$ cat config.mk
export PLATFORM = sky130hd
export DESIGN_NAME = rega_wr_arb
export DESIGN_NICKNAME = d
export VERILOG_FILES = /design/src/rtl/rega_wr_arb.sv
export SDC_FILE = /design/constraint.sdc
export NUM_CORES = 1
export LEC_CHECK = 0
export ABC_AREA = 0
export BUFFER_PORTS_ARGS = -buffer_cell sky130_fd_sc_hd__buf_2
export CELL_PAD_IN_SITES_DETAIL_PLACEMENT = 1
export CELL_PAD_IN_SITES_GLOBAL_PLACEMENT = 2
export CORE_MARGIN = 8
export CORE_UTILIZATION = 24
export CTS_BUF_LIST = sky130_fd_sc_hd__clkbuf_4
export DETAILED_ROUTE_END_ITERATION = 16
export PLACE_DENSITY_LB_ADDON = 0.1
export SLEW_MARGIN = 20
export SYNTH_ARGS = -nofsm -noshare
export SYNTH_HDL_FRONTEND = slang
export SYNTH_SLANG_ARGS = --single-unit
$ cat constraint.sdc
create_clock -name clk -period 4.5 [get_ports clk]
set_input_delay 0.225 -clock clk [delete_from_list [all_inputs] [get_ports clk]]
set_output_delay 0.225 -clock clk [all_outputs]
set_load 0.02 [all_outputs]
$ cat src/rtl/rega_wr_arb.sv
// rega_wr_arb: round-robin arbiter for the single register-file write port,
// with a one-deep issue stage and read forwarding for both read ports.
//
// Round-robin pointer states:
//   state | meaning
//   PTR_0 | requester 0 has top priority (order 0,1,2)
//   PTR_1 | requester 1 has top priority (order 1,2,0)
//   PTR_2 | requester 2 has top priority (order 2,0,1)
module rega_wr_arb #(
    parameter int DW = 16,
    parameter int AW = 2
) (
    input  logic          clk,
    input  logic          rst,
    input  logic          hold,
    input  logic [2:0]    req_valid,
    output logic [2:0]    req_ready,
    input  logic [AW-1:0] req_addr0,
    input  logic [AW-1:0] req_addr1,
    input  logic [AW-1:0] req_addr2,
    input  logic [DW-1:0] req_data0,
    input  logic [DW-1:0] req_data1,
    input  logic [DW-1:0] req_data2,
    output logic          we,
    output logic [AW-1:0] wad,
    output logic [DW-1:0] wd,
    input  logic [AW-1:0] arad,
    input  logic [AW-1:0] brad,
    input  logic [DW-1:0] rf_a,
    input  logic [DW-1:0] rf_b,
    output logic [DW-1:0] a,
    output logic [DW-1:0] b,
    output logic [15:0]   wcount
);

    typedef enum logic [1:0] {
        PTR_0 = 2'd0,
        PTR_1 = 2'd1,
        PTR_2 = 2'd2
    } ptr_t;

    ptr_t          ptr;
    ptr_t          ptr_nxt;
    logic [1:0]    win;
    logic          xfer;
    logic          we_q;
    logic [AW-1:0] sel_addr;
    logic [DW-1:0] sel_data;

    // Pick the highest-priority valid requester and derive the grant and next pointer.
    always_comb begin
        win     = 2'd0;
        ptr_nxt = ptr;
        case (ptr)
            PTR_0:   win = req_valid[0] ? 2'd0 : (req_valid[1] ? 2'd1 : 2'd2);
            PTR_1:   win = req_valid[1] ? 2'd1 : (req_valid[2] ? 2'd2 : 2'd0);
            PTR_2:   win = req_valid[2] ? 2'd2 : (req_valid[0] ? 2'd0 : 2'd1);
            default: win = 2'd0;
        endcase
        xfer      = !rst && !hold && (|req_valid);
        req_ready = xfer ? (3'b001 << win) : 3'b000;
        if (xfer) begin
            case (win)
                2'd0:    ptr_nxt = PTR_1;
                2'd1:    ptr_nxt = PTR_2;
                default: ptr_nxt = PTR_0;
            endcase
        end
    end

    // Route the winning requester's address and data toward the issue stage.
    always_comb begin
        sel_addr = req_addr0;
        sel_data = req_data0;
        case (win)
            2'd1: begin
                sel_addr = req_addr1;
                sel_data = req_data1;
            end
            2'd2: begin
                sel_addr = req_addr2;
                sel_data = req_data2;
            end
            default: begin
                sel_addr = req_addr0;
                sel_data = req_data0;
            end
        endcase
    end

    // Pointer register; only moves on an accepted transfer.
    always_ff @(posedge clk) begin
        if (rst) begin
            ptr <= PTR_0;
        end else begin
            ptr <= ptr_nxt;
        end
    end

    // Issue stage and write counter; address/data hold their value when idle.
    always_ff @(posedge clk) begin
        if (rst) begin
            we_q   <= 1'b0;
            wad    <= '0;
            wd     <= '0;
            wcount <= 16'd0;
        end else if (xfer) begin
            we_q   <= 1'b1;
            wad    <= sel_addr;
            wd     <= sel_data;
            wcount <= wcount + 16'd1;
        end else begin
            we_q   <= 1'b0;
        end
    end

    // The in-flight write is suppressed while rst is high so the file never commits it.
    always_comb begin
        we = we_q && !rst;
    end

    // Forward the pending write onto either read port when addresses match.
    always_comb begin
        a = (we && (wad == arad)) ? wd : rf_a;
        b = (we && (wad == brad)) ? wd : rf_b;
    end

endmodule

==> run_results.csv, run 1 <==
group,metric,value,unit
pwr,clkPwrFrac,21.5,%
drt,vias,2577,
sta,final.period_utilization,54.3,%
die,io_pins,166,
global_route,grt.total_usage,14.7,%
placement,gp_congestion,0.695,
setup_path,worstSetupEndpointType,"output pin",
placement,dpl.hpwl,7990,um
sta,setup_tns,0,ns
final_layout,area_growth,40.7,%
cts,clk_latency,0.34,ns
cts,cts_buffers,5,
die,dieHeight,115,um
die,start_util,24.5,%
setup_path,required,4.28,ns
synthesis,syn_area,2370,um^2
cts,post-cts-setup-buffer-count,0,
synthesis,ys_top_cells_by_count,"37 x dfxtp_1, 35 x nor2_1, 34 x mux2_2",
synthesis,syn-instance-count,277,
drt,post_drt_via_cell_ratio,4.56,
run_status,status,"completed",
setup_path,critPathLaunch,"ptr[0]$_SDFFE_PP0P_",
cts,cts_tree,"done",
sta,finalMaxSlewViolations,0,
synthesis,synth_mux_area_share,17.0,%
cts,ctsResizeCount,0,
die,core.rowCount,36,
run,maxCapViolations,0,
pwr,netSwitchingPower,295,uW
setup_path,cpPeakStageDelay,0.59,ns
synthesis,synth_edf_count,0,
sta,clock.fmax,409,MHz
pwr,p_per_area,245,nW/um^2
setup_path,r2r_end,"wd[7]$_SDFFE_PP0P_",
setup_path,startpoint_type,"register",
synthesis,yosysTopAreaCell,"dfxtp_1",
synthesis,synth_cell_types,40,
drt,wirelength,9900,um
synthesis,ys.warnings.count,0,
sta,finalCriticalPeriod,2.44,ns
pwr,combPwrFrac,33.4,%
drt,drt_iter0_drc,75,
final_layout,fillers,1227,
synthesis,synth_area_leaders,"dfxtp_1 31%, mux2_2 16%, a22oi_1 5.7%",
pwr,p_leak,0.00153,uW
synthesis,synth_top_area_share,31.2,%
synthesis,synth_top_family_by_area,"simple AND/OR/NAND/NOR gates",
final_layout,drive_gt1_share,49.9,%
global_route,grt_antenna_before_repair,4,
cts,cts_hold_buffers,0,
sta,slew-limit-headroom,47.4,%
synthesis,yosysSeqAreaShare,31.2,%
cts,cts_sinks,37,
pwr,ir_worst_vdd,0.0852,mV
synthesis,synth_nets,378,
setup_path,r2r_slack,2.29,ns
synthesis,async_reset_ff_share,0,%
setup_path,worstSetupEndpoint,"req_ready[2]",
die,dieArea,13300,um^2
sta,worst_pin_slew,0.785,ns
final_layout,finalNetCount,532,
global_route,grt_pass1_wl,15500,um
drt,remaining_drc_errors,0,
synthesis,ys.flop_type,"dfxtp_1",
pwr,seqPwrFrac,45.1,%
sta,finalSetupViolCount,0,
setup_path,crit_chain,"nand2b_1 > a31o_2 > inv_1 > ha_1 > and3_1 > buf_2",
sta,fin_worst_skew,0.0148,ns
global_route,grt_overflow,0,
die,die_w,115,um
global_route,grt_pass1_vias,2897,
placement,io_buffers,165,
cts,cts.clk_slew.worst_paths,0.12,ns
synthesis,synthAdderAreaFrac,2.63,%
pwr,power.internal,523,uW
setup_path,slowest_stage,"ha_1",
sta,rsz0062_at_grt,"no",
synthesis,synth_xor_area_share,5.16,%
setup_path,critPathKind,"register to output pin",
die,coreArea,9680,um^2
global_route,grt_max_degree,45,
setup_path,r2r_cells,9,
pwr,power_switching_share,36.1,%
synthesis,synth_compound_area_share,15.2,%
setup_path,cp.arrival,2.22,ns
synthesis,synth_seq_cells,37,
drt,final_antenna_net_count,0,
synthesis,synth_simple_gate_area_share,24.6,%
setup_path,cp_max_fo,19,
synthesis,yosysMostFrequentCell,"dfxtp_1",
synthesis,avgSynthCellArea,8.57,um^2
cts,cts_buffer_depth,2,
drt,first_pass_iters,4,
cts,cts-root-buf,"clkbuf_4",
cts,ctsHtreeMaxLevel,2,
sta,hold_viol,0,
final_layout,finish.utilization,34.5,%
min_path,hold_class,"primary input to register",
drt,wire_per_inst,17.5,um
setup_path,crit-reg2reg-launch,"ptr[1]$_SDFFE_PP0P_",
-- final cells by class --
type                    instances  area (um^2)  area share, %
flip-flops and latches         37          741           22.2
clock buffers                   6         45.0           1.35
inverters                       4         15.0          0.449
clock inverters                 1         3.75          0.112
well taps                     133          166           4.98
repair buffers                166          833           24.9
multi-input cells             217         1540           45.9
diodes                          1         2.50         0.0749
-- cell families (layout without fill, tap and decap cells) --
group           after synthesis  after routing
buf+inv                      23            177
compound gates               61             61
other cells                   0              1
flops                        37             37
simple gates                101            101
xor+xnor                     14             14
mux                          36             36
fa+ha+maj                     5              5
-- stage by stage --
step / setup slack [ns] / cell area, um^2 / std cells / total power, uW / hold WS, ns
3_5_place_dp: 2.08 / 3290 / 557 / 655 / 0.483
4_1_cts: 1.91 / 3340 / 564 / 837 / 0.150
6_report: 2.06 / 3340 / 565 / 819 / 0.170
3_3_place_gp: 2.09 / 3290 / 557 / 652 / 0.466
5_1_grt: 1.79 / 3340 / 565 / 878 / 0.171
2_1_floorplan: 2.57 / 2370 / 277 / 539 / 0.405
-- metal layers --
| metal | vias to the layer above | share of wire, % | GRT usage [%] |
|---|---|---|---|
| met3 | 12 | 7.3 | 5.26 |
| li1 | 1314 | - | - |
| met1 | 1161 | 44 | 17.6 |
| met5 | - | 0.34 | 0 |
| met2 | 84 | 48 | 24.8 |
| met4 | 6 | 0.91 | 2.89 |
-- critical path, delay by kind of cell, from the launching register on --
| family | cells | cell delay (ns) |
|---|---|---|
| AOI/OAI and AO/OA | 1 | 0.28 |
| buffers and inverters | 2 | 0.24 |
| DFF | 1 | 0.36 |
| adders and majority gates | 1 | 0.59 |
| and+or+nand+nor | 2 | 0.41 |
-- power by group through the flow --
| stage | clock [uW] | combinational [uW] | sequential (uW) |
|---|---|---|---|
| 2_1_floorplan | 0 | 146 | 393 |
| 3_3_place_gp | 0 | 274 | 377 |
| 4_1_cts | 189 | 278 | 371 |
| 3_5_place_dp | 0 | 277 | 378 |
| 5_1_grt | 201 | 302 | 374 |
| 6_report | 176 | 273 | 370 |
-- layout by cell type (no fill, tap or decap), types with 7 or more instances in the layout --
cell type,count
nor2_1,35
dfxtp_1,37
buf_2,165
a22oi_1,18
nand3_1,7
xnor2_1,13
nand3b_1,18
nand2_1,7
mux2_2,34
a21oi_1,21
o21ai_0,19
-- registers in the layout (all words and copies together), names as in the netlist --
| register | count |
|---|---|
| ptr | 2 |
| wad | 2 |
| wcount | 16 |
| wd | 16 |
| we_q | 1 |
-- how the worst min path moves through the flow --
stage | from | to | depth (start not counted)
detailed placement | wcount[14]$_SDFFE_PP0P_ | wcount[14]$_SDFFE_PP0P_ | 1
finish | req_data0[3] | wd[3]$_SDFFE_PP0P_ | 3
CTS | req_data0[15] | wd[15]$_SDFFE_PP0P_ | 3
global placement | wcount[14]$_SDFFE_PP0P_ | wcount[14]$_SDFFE_PP0P_ | 1
floorplan | req_data0[0] | wd[0]$_SDFFE_PP0P_ | 2
global route | req_addr0[0] | wad[0]$_SDFFE_PP0P_ | 3
Note: power is estimated with default switching activity, not from simulation.
==> run 2: changes to the inputs <==
--- a/config.mk
+++ b/config.mk
@@ -10,7 +10,7 @@
 export CELL_PAD_IN_SITES_DETAIL_PLACEMENT = 1
 export CELL_PAD_IN_SITES_GLOBAL_PLACEMENT = 2
 export CORE_MARGIN = 8
-export CORE_UTILIZATION = 24
+export CORE_UTILIZATION = 20
 export CTS_BUF_LIST = sky130_fd_sc_hd__clkbuf_4
 export DETAILED_ROUTE_END_ITERATION = 16
 export PLACE_DENSITY_LB_ADDON = 0.1
==> constraint.sdc (replaced) <==
create_clock -name clk -period 2.2 [get_ports clk]
set_input_delay 0.11 -clock clk [delete_from_list [all_inputs] [get_ports clk]]
set_output_delay 0.11 -clock clk [all_outputs]
set_load 0.02 [all_outputs]
==> run 2 against run 1 <==
Net effect:
- non-clock buffer count grew 25
- combinational power grew 130%
- sequential share of layout area shrank 2.1 points
- critical path type unchanged
- total power grew 150%
- largest power group unchanged
- sequential power grew 100%
==> run_results.csv, run 2 (synthesized netlist as in run 1, its figures left out) <==
group,metric,value,unit
final_layout,finalNetCount,557,
sta,worst_pin_slew,0.501,ns
global_route,grt_pass1_vias,3017,
sta,hold_viol,0,
pwr,finalPower,2010,uW
placement,gp_congestion,0.727,
drt,post_drt_via_cell_ratio,4.49,
global_route,grt_overflow,0,
setup_path,critPathKind,"register to output pin",
final_layout,reg_top3,"wcount (16), wd (16)",
setup_path,worstSetupEndpointType,"output pin",
die,die_w,125,um
sta,rsz0062_at_grt,"no",
placement,dpl.hpwl,8350,um
run_status,status,"completed",
cts,ctsHtreeMaxLevel,2,
cts,clk_latency,0.39,ns
setup_path,cp.arrival,1.94,ns
die,start_util,20.1,%
global_route,grt.total_usage,13.3,%
sta,fin_worst_skew,0.0122,ns
cts,cts_sinks,37,
sta,finalCriticalPeriod,2.05,ns
final_layout,layout_commonest_cell,"buf_2",
drt,wirelength,10400,um
placement,io_buffers,165,
pwr,p_leak,0.00168,uW
setup_path,cp_max_fo,6,
final_layout,layout_common_cells,"164 x buf_2, 36 x dfxtp_1, 35 x nor2_1, 34 x mux2_2, 21 x a21oi_1",
sta,clock.fmax,487,MHz
drt,wire_per_inst,17.1,um
drt,drt_iter0_drc,76,
drt,final_antenna_net_count,0,
run,maxCapViolations,0,
drt,vias,2720,
die,dieArea,15600,um^2
cts,cts_buffer_depth,2,
die,io_pins,166,
cts,cts_tree,"done",
global_route,grt_antenna_before_repair,2,
cts,cts-root-buf,"clkbuf_4",
pwr,p_per_area,545,nW/um^2
die,core.rowCount,40,
drt,remaining_drc_errors,0,
global_route,grt_max_degree,38,
global_route,grt_pass1_wl,16700,um
final_layout,drive_gt1_share,50.1,%
final_layout,area_growth,55.6,%
die,dieHeight,125,um
sta,slew-limit-headroom,66.4,%
setup_path,r2r_slack,0.20,ns
die,coreArea,11800,um^2
cts,cts_buffers,5,
sta,final.period_utilization,93.4,%
pwr,ir_worst_vdd,0.269,mV
drt,first_pass_iters,4,
setup_path,startpoint_type,"register",
sta,timing.hold.ws,0.0270,ns
sta,finalMaxSlewViolations,0,
min_path,hold_class,"primary input to register",
setup_path,required,2.09,ns
sta,setup_tns,0,ns
cts,cts.clk_slew.worst_paths,0.13,ns
sta,finalSetupViolCount,0,
[run 2: critical path: stages (launching register included)]
cell and delay, ns:
dfxtp_2 0.37, nor3_1 0.06, a21oi_1 0.12, nor2_1 0.08
or2_2 0.30, ha_2 0.18, buf_4 0.15, and3_1 0.14
buf_4 0.16
[run 2: per-layer routing]
layer | vias up | track usage (%) | wire (um) | share of wire [%]
met5 | - | 0 | 0 | 0
met4 | 0 | 3.87 | 155 | 1.5
met3 | 7 | 4.38 | 591 | 5.7
met2 | 77 | 23.7 | 5190 | 50
met1 | 1269 | 14.8 | 4450 | 43
li1 | 1367 | - | - | -
[run 2: cell type report]
type,instances,area (um^2)
Multi-Input combinational cell,217,1560
Clock inverter,3,68.8
Fill cell,1449,8120
Inverter,4,15.0
Sequential cell,37,742
Antenna cell,2,5.00
Clock buffer,5,37.5
Tap cell,147,184
Timing Repair Buffer,191,1090
[run 2: path summary, 6_finish.rpt]
path                            from                       to  cells after the start
max reg2reg      ptr[0]$_SDFFE_PP0P_      wd[14]$_SDFFE_PP0P_                      9
max              ptr[1]$_SDFFE_PP0P_             req_ready[2]                      8
min reg2reg  wcount[14]$_SDFFE_PP0P_  wcount[14]$_SDFFE_PP0P_                      1
min                     req_data0[4]       wd[4]$_SDFFE_PP0P_                      3
[run 2: through the flow]
step / utilization, % / cells / setup WS, ns / instance area [um^2]
finish: 31.3 / 606 / 0.145 / 3690
detailed placement: 28.6 / 579 / 0.214 / 3380
floorplan: - / 277 / 0.314 / 2370
global route: 31.3 / 606 / 0.00975 / 3690
global placement: 28.6 / 579 / 0.281 / 3380
CTS: 30.9 / 602 / 0.00422 / 3650
[run 2: repair_timing]
action                                  4_1_cts  5_1_grt
setup buffers                                 0        2
gates resized for setup                       3        4
pin swaps                                     0        2
endpoints found under the setup margin       33        2
hold buffers                                 15        0
hold endpoints to repair                     15        0
[run 2: power breakdown]
part	switching [uW]	leakage [uW]	total, uW	internal (uW)
combinational	342	0.00132	615	273
sequential	46.8	0.000302	758	711
clock	285	0.0000558	642	357
